<file path="src/rtl/ex_flag_stage.sv">
// EX/MEM boundary register with Z/V/N flag maintenance and branch resolution.
// Optional sticky overflow bit is built only when EXF_STICKY_OVF_EN is defined.
module ex_flag_stage #(
    parameter int WIDTH = 16
) (
    input  logic             clk,
    input  logic             rst_n,
    input  logic [WIDTH-1:0] au_result,
    input  logic             au_v,
    input  logic             au_n,
    input  logic             in_valid,
    input  logic [1:0]       in_kind,
    input  logic [2:0]       ccc,
    input  logic             stall,
    input  logic             flush,
    input  logic             clr_sticky,
    output logic [WIDTH-1:0] out_result,
    output logic             out_valid,
    output logic             flag_z,
    output logic             flag_v,
    output logic             flag_n,
    output logic             br_valid,
    output logic             br_taken,
    output logic             ovf_sticky
);

    localparam logic [1:0] KIND_ARITH  = 2'b00;
    localparam logic [1:0] KIND_LOGIC  = 2'b01;
    localparam logic [1:0] KIND_BRANCH = 2'b10;

    // Valid semantics: in_valid qualifies the inputs in the cycle it is high;
    // the instruction is consumed only when acc is high. There is no ready.
    // out_valid / br_valid qualify the outputs for the cycle after an edge.
    logic acc;
    logic res_zero;
    logic cond;

    assign acc      = in_valid & ~stall & ~flush;
    assign res_zero = (au_result == '0);

    // Condition is evaluated on the committed flags, before this edge updates them.
    always_comb begin
        cond = 1'b0;
        case (ccc)
            3'b000:  cond = ~flag_z;
            3'b001:  cond = flag_z;
            3'b010:  cond = ~flag_z & ~flag_n;
            3'b011:  cond = flag_n;
            3'b100:  cond = flag_z | ~flag_n;
            3'b101:  cond = flag_z | flag_n;
            3'b110:  cond = flag_v;
            default: cond = 1'b1;
        endcase
    end

    always_ff @(posedge clk) begin
        if (!rst_n) begin
            out_result <= '0;
            out_valid  <= 1'b0;
            flag_z     <= 1'b0;
            flag_v     <= 1'b0;
            flag_n     <= 1'b0;
            br_valid   <= 1'b0;
            br_taken   <= 1'b0;
        end else if (flush) begin
            out_valid <= 1'b0;
            br_valid  <= 1'b0;
            br_taken  <= 1'b0;
        end else if (!stall) begin
            out_valid <= in_valid;
            br_valid  <= in_valid & (in_kind == KIND_BRANCH);
            br_taken  <= in_valid & (in_kind == KIND_BRANCH) & cond;
            if (in_valid) begin
                out_result <= au_result;
                if (in_kind == KIND_ARITH) begin
                    flag_z <= res_zero;
                    flag_v <= au_v;
                    flag_n <= au_n;
                end else if (in_kind == KIND_LOGIC) begin
                    flag_z <= res_zero;
                end
            end
        end
    end

`ifdef EXF_STICKY_OVF_EN
    logic sticky_q;

    // Set has priority over clear; stall and flush freeze the bit.
    always_ff @(posedge clk) begin
        if (!rst_n) begin
            sticky_q <= 1'b0;
        end else if (acc && in_kind == KIND_ARITH && au_v) begin
            sticky_q <= 1'b1;
        end else if (clr_sticky && !stall && !flush) begin
            sticky_q <= 1'b0;
        end
    end

    assign ovf_sticky = sticky_q;
`else
    logic unused_clr;

    assign unused_clr = clr_sticky;
    assign ovf_sticky = 1'b0;
`endif

endmodule

</file>
<file path="config.mk">
export PLATFORM = sky130hd
export DESIGN_NAME = ex_flag_stage
export DESIGN_NICKNAME = d
export VERILOG_FILES = /design/src/rtl/ex_flag_stage.sv
export SDC_FILE = /design/constraint.sdc
export NUM_CORES = 1
export LEC_CHECK = 0
export ABC_AREA = 1
export BUFFER_PORTS_ARGS = -buffer_cell sky130_fd_sc_hd__buf_2
export CAP_MARGIN = 0
export CORE_MARGIN = 10
export CORE_UTILIZATION = 45
export CTS_CLUSTER_DIAMETER = 100
export DETAILED_ROUTE_END_ITERATION = 8
export GPL_TIMING_DRIVEN = 0
export PLACE_DENSITY = 0.79
export SLEW_MARGIN = 20
export SYNTH_ARGS = -nofsm -noshare
export SYNTH_HDL_FRONTEND = slang
export SYNTH_SLANG_ARGS = --single-unit
</file>
<file path="constraint.sdc">
create_clock -name clk -period 1.1 [get_ports clk]
set_clock_uncertainty 0.15 [all_clocks]
set_input_delay 0 -clock clk [delete_from_list [all_inputs] [get_ports clk]]
set_output_delay 0 -clock clk [all_outputs]
set_load 0.05 [all_outputs]
</file>
# After elaboration in Yosys (flattened, before gate mapping)
# Index checks and enable logic that the tools add are counted.
word_totals:
  regBits: 22
  latchBits: 0
  mem_bits_ro: 0
  input_bits: 29
  memories: 0
  ram_bits: 0
op_classes:
  order_cmp: 0
  n_reduce_logical: 8
  multipliers: 0
  addsub: 0
  eq_ne: 8
  n_bitwise: 10
  div_mod_pow: 0
  muxes: 3
  n_shift: 0
op_table:
  columns: ["cell", "count"]
  rows:
  - ["$logic_not 16->1", 1]
  - ["$eq 3x3->1 const B", 3]
  - ["$reduce_and 4->1", 2]
  - ["$pmux 1 s7", 1]
  - ["$eq 3x2->1 const B", 2]
  - ["$not 1->1", 5]
  - ["$and 1x1->1", 3]
  - ["$eq 3x1->1 const B", 1]
  - ["$logic_not 3->1", 1]
  - ["$reduce_and 3->1", 1]
  - ["$eq 2x1->1 const B", 1]
  - ["$eq 2x2->1 const B", 1]
  - ["$logic_not 2->1", 1]
  - ["$mux 1", 2]
  - ["$or 1x1->1", 2]
  - ["$reduce_bool 2->1", 1]
  - ["$reduce_or 2->1", 1]

# Longest topological paths before layout
logic_depth:
  ltp_word: 4
  depth_mapped: 6
  depth_no_buf: 6

# Least setup slack after synthesis
# OpenSTA, ideal clock, no wires.
synth_path:
  path_kind: "flip-flop to flip-flop"
  start: "register flag_n"
  end: "register br_taken"
  setup_time_ps: 117
  slack_ps: -231
  n_path_buf: 0
  arrival_time_ps: 1065
  path_stages_with_launch: 6
  path_cell_list: "dfxtp_1 > nand2_1 > a21oi_1 > nand2_1 > nand3_1 > a21oi_1"
synth_via:
  elab_chain_len: 4
  word_cells_on_any_way: 6
  cone_classes: "1 x mux; 5 x bitwise"
synth_rtl:
  columns: ["item", "line_no", "rtl"]
  rows:
  - ["start, declared", "21", "output logic flag_n,"]
  - ["start signal, assigned", "78", "flag_n <= au_n;"]
  - ["$not 1->1", "47, 49", null]
  - ["$or 1x1->1 / $and 1x1->1 (equally long branches)", "49, 47", null]
  - ["$pmux 1 s7 (*)", "44", "case (ccc)"]
  - ["$and 1x1->1 (*)", "72", "br_taken <= in_valid & (in_kind == KIND_BRANCH) & cond;"]
  - ["end signal, assigned", "72", null]
  - ["end, declared", "23", "output logic br_taken,"]
# Mark *: on every way between the ends. The rest lies on a longest branch, timed or not.
# A chain may end at the register's enable or synchronous reset.

# Final worst setup path
# Ends and elaborated chain as after synthesis.

==> impl_metrics.tcl <==
set metrics [dict create \
    yosysTopAreaCell "dfxtp_1" \
    fin_util_pct 75.2 \
    worstHoldStart "stall" \
    h-tree-depth 1 \
    fin_crit_sh_pct 96.9 \
    drc 0 \
    synth_warnings 0 \
    via_per_inst 4.79 \
    nets 229 \
    worstHoldPathType "input pin to flop" \
    num_io_pins 52 \
    fin_hold_ws_ps -182 \
    clock_latency_ps 300 \
    worstSetupPathType "flop to flop" \
    p_seq_share_pct 49.9 \
    cts.clk_slew.worst_paths_ps 120 \
    yosys-top-cells-area "dfxtp_1 40%, a21oi_2 13%, o21ai_2 11%" \
    power.total_w 0.00170 \
    wl_met3_um 276 \
    status "complete, but fails checks" \
    vias 1087 \
    drt_iter0_drc 15 \
    synth_cell_type_count 19 \
    num_rows 17 \
    wl_met1_um 1250 \
    critPathRequiredTime_ps 1190 \
    fin_crit_ps 1070 \
    track_usage_pct 12.6 \
    core-area_mm2 0.00228 \
    area_delta_synth_final_pct 54.8 \
    sw_frac_of_total_pct 31.9 \
    clock_sinks 22 \
    ys_seq_area_share_pct 39.8 \
    drv_slew 0 \
    cp-start-kind "flop" \
    syn_nets 155 \
    end_kind "flop" \
    synth.top_cell.area_share_pct 39.8 \
    wl_per_cell_um 13.9 \
    grt_max_degree 13 \
    crit_fanout 6 \
    cts_buffers 3 \
    syn_area_mm2 0.00111 \
    root_buffer "clkbuf_4" \
    fmaxAchievable_mhz 938 \
    dieHeight_um 69.6 \
    internal_power_w 0.00116 \
    synth_edf_count 0 \
    r2r_start "flag_n" \
    overflow 0 \
    met2_length_um 1610 \
    pwr_density_cell_mw_per_mm2 996 \
    grt_pass1_wl_um 5240 \
    numPortBuffers 48 \
    synth_area_per_cell_um2 8.78 \
    antenna_found_initial 0 \
    leakage_nw 0.768 \
    rsz0062_at_grt "true" \
    gp_congestion 0.861 \
    die_x_um 69.6 \
    hpwl_um 2160 \
    ir_worst_vdd_v 0.000918 \
    cts_tree "done" \
    grt_pass1_vias 1170 \
    synth_top_flop_cell "dfxtp_1" \
    clock_path_buffers 2 \
    setup_viol 0 \
    synth_commonest_cells "22 x dfxtp_1, 21 x inv_1, 17 x nand2_1, 16 x a21oi_2, 14 x o21ai_2" \
    violations "negative hold slack" \
    p_clk_share_pct 21.5 \
    switching_power_w 0.000544 \
    crit_start "flag_n" \
    synthCells 126 \
    ant_nets 0 \
    maxUsedRoutingLayer "met4" \
    cts_hold_buf 21 \
    power_frac_comb_pct 28.7 \
    drv_cap 0 \
    ys_async_sr_fraction_pct 0 \
    die-area_mm2 0.00484 \
    wirelength_um 3150 \
    first_pass_iters 4 \
    cp.arrival_ps 1160 \
    yosysMostFrequentCell "dfxtp_1" \
    antennaDiodeCount 0 \
    start_util_pct 48.6 \
    hold_viol 6 \
    synth_seq_cells 22 \
    drive_gt1_share_pct 53.8 \
]
[critical path: stages (launching register included)]
cell	delay [ps]
dfxtp_4	400
nand3b_1	120
nand2_1	60
nand2_1	70
nand3_1	80
a21oi_1	140
[stage by stage]
stage	hold WS (ps)	setup TNS (ps)	setup WS [ps]	instances	instance area [um2]
3_3_place_gp	99.6	0	88.8	202	1400
3_5_place_dp	105	0	27.7	202	1400
5_1_grt	-196	-28.5	-18.4	227	1710
2_1_floorplan	-10.5	0	40.9	126	1120
4_1_cts	-188	0	0.242	227	1650
6_report	-182	0	33.9	227	1710
[power groups by stage]
stage / Combinational, W / Clock (W) / Sequential [W]
finish: 0.000489 / 0.000366 / 0.000851
global route: 0.000523 / 0.000419 / 0.000856
CTS: 0.000466 / 0.000380 / 0.000849
detailed placement: 0.000398 / 0 / 0.000866
global placement: 0.000391 / 0 / 0.000864
floorplan: 0.000168 / 0 / 0.000984
[final timing paths]
check / end / slack, ps / cells after the start
max reg2reg: br_taken / 30 / 5
max: br_taken / 30 / 5
min: br_taken / -180 / 3
min reg2reg: br_taken / 330 / 2
[state kept, by name, summed over array words and instances (netlist names)]
name	cells
br_taken	1
flag_n	1
flag_z	1
out_result	16
flag_v	1
out_valid	1
br_valid	1
[cells in the final DEF (no fill, tap or decap)]
| cell type | instances |
|---|---|
| nand2_1 | 15 |
| dfxtp_4 | 3 |
| o21ai_0 | 3 |
| inv_2 | 6 |
| nand2_2 | 2 |
| o21ai_2 | 14 |
| nand4_1 | 4 |
| nand3_1 | 3 |
| buf_2 | 28 |
| a21oi_1 | 6 |
| a21oi_2 | 18 |
| clkbuf_4 | 10 |
| dlygate4sd3_1 | 21 |
| nor2_1 | 4 |
| inv_6 | 1 |
| nor2_4 | 2 |
| nand3_4 | 1 |
| dfxtp_2 | 2 |
| dfxtp_1 | 17 |
| nand3b_1 | 1 |
| buf_12 | 3 |
| conb_1 | 1 |
| clkinv_1 | 1 |
| inv_1 | 16 |
| buf_4 | 12 |
| buf_6 | 4 |
| nor2_2 | 1 |
[logic make-up after synthesis]
kind of cell    after synthesis  synth area share, %
compound gates               41                 28.7
buf+inv                      29                 16.4
flops                        22                 39.8
other cells                   1                0.339
simple gates                 33                 14.7
[per-layer routing]
layer / vias up / track usage [%]
li1: 548 / -
met5: - / 0
met2: 32 / 23.2
met1: 505 / 12.7
met3: 2 / 5.56
met4: 0 / 2.00
[cell type report]
cell class | instances | area [um2]
multi-input cells | 75 | 507
clock inverters | 1 | 3.75
plain buffers | 6 | 90.1
clock buffers | 3 | 22.5
flip-flops and latches | 22 | 454
fillers | 150 | 564
well taps | 28 | 35.0
repair buffers | 69 | 508
inverters | 23 | 91.3
[repair_timing]
| action | CTS | global route |
|---|---|---|
| gates resized for setup | 9 | 29 |
| pin swaps | 0 | 6 |
| buffers inserted | 0 | 0 |
| gates cloned | 0 | 0 |
| endpoints found under the hold margin | 22 | 6 |
| setup endpoints to repair | 9 | 15 |
(Power assumes the default switching activity.)
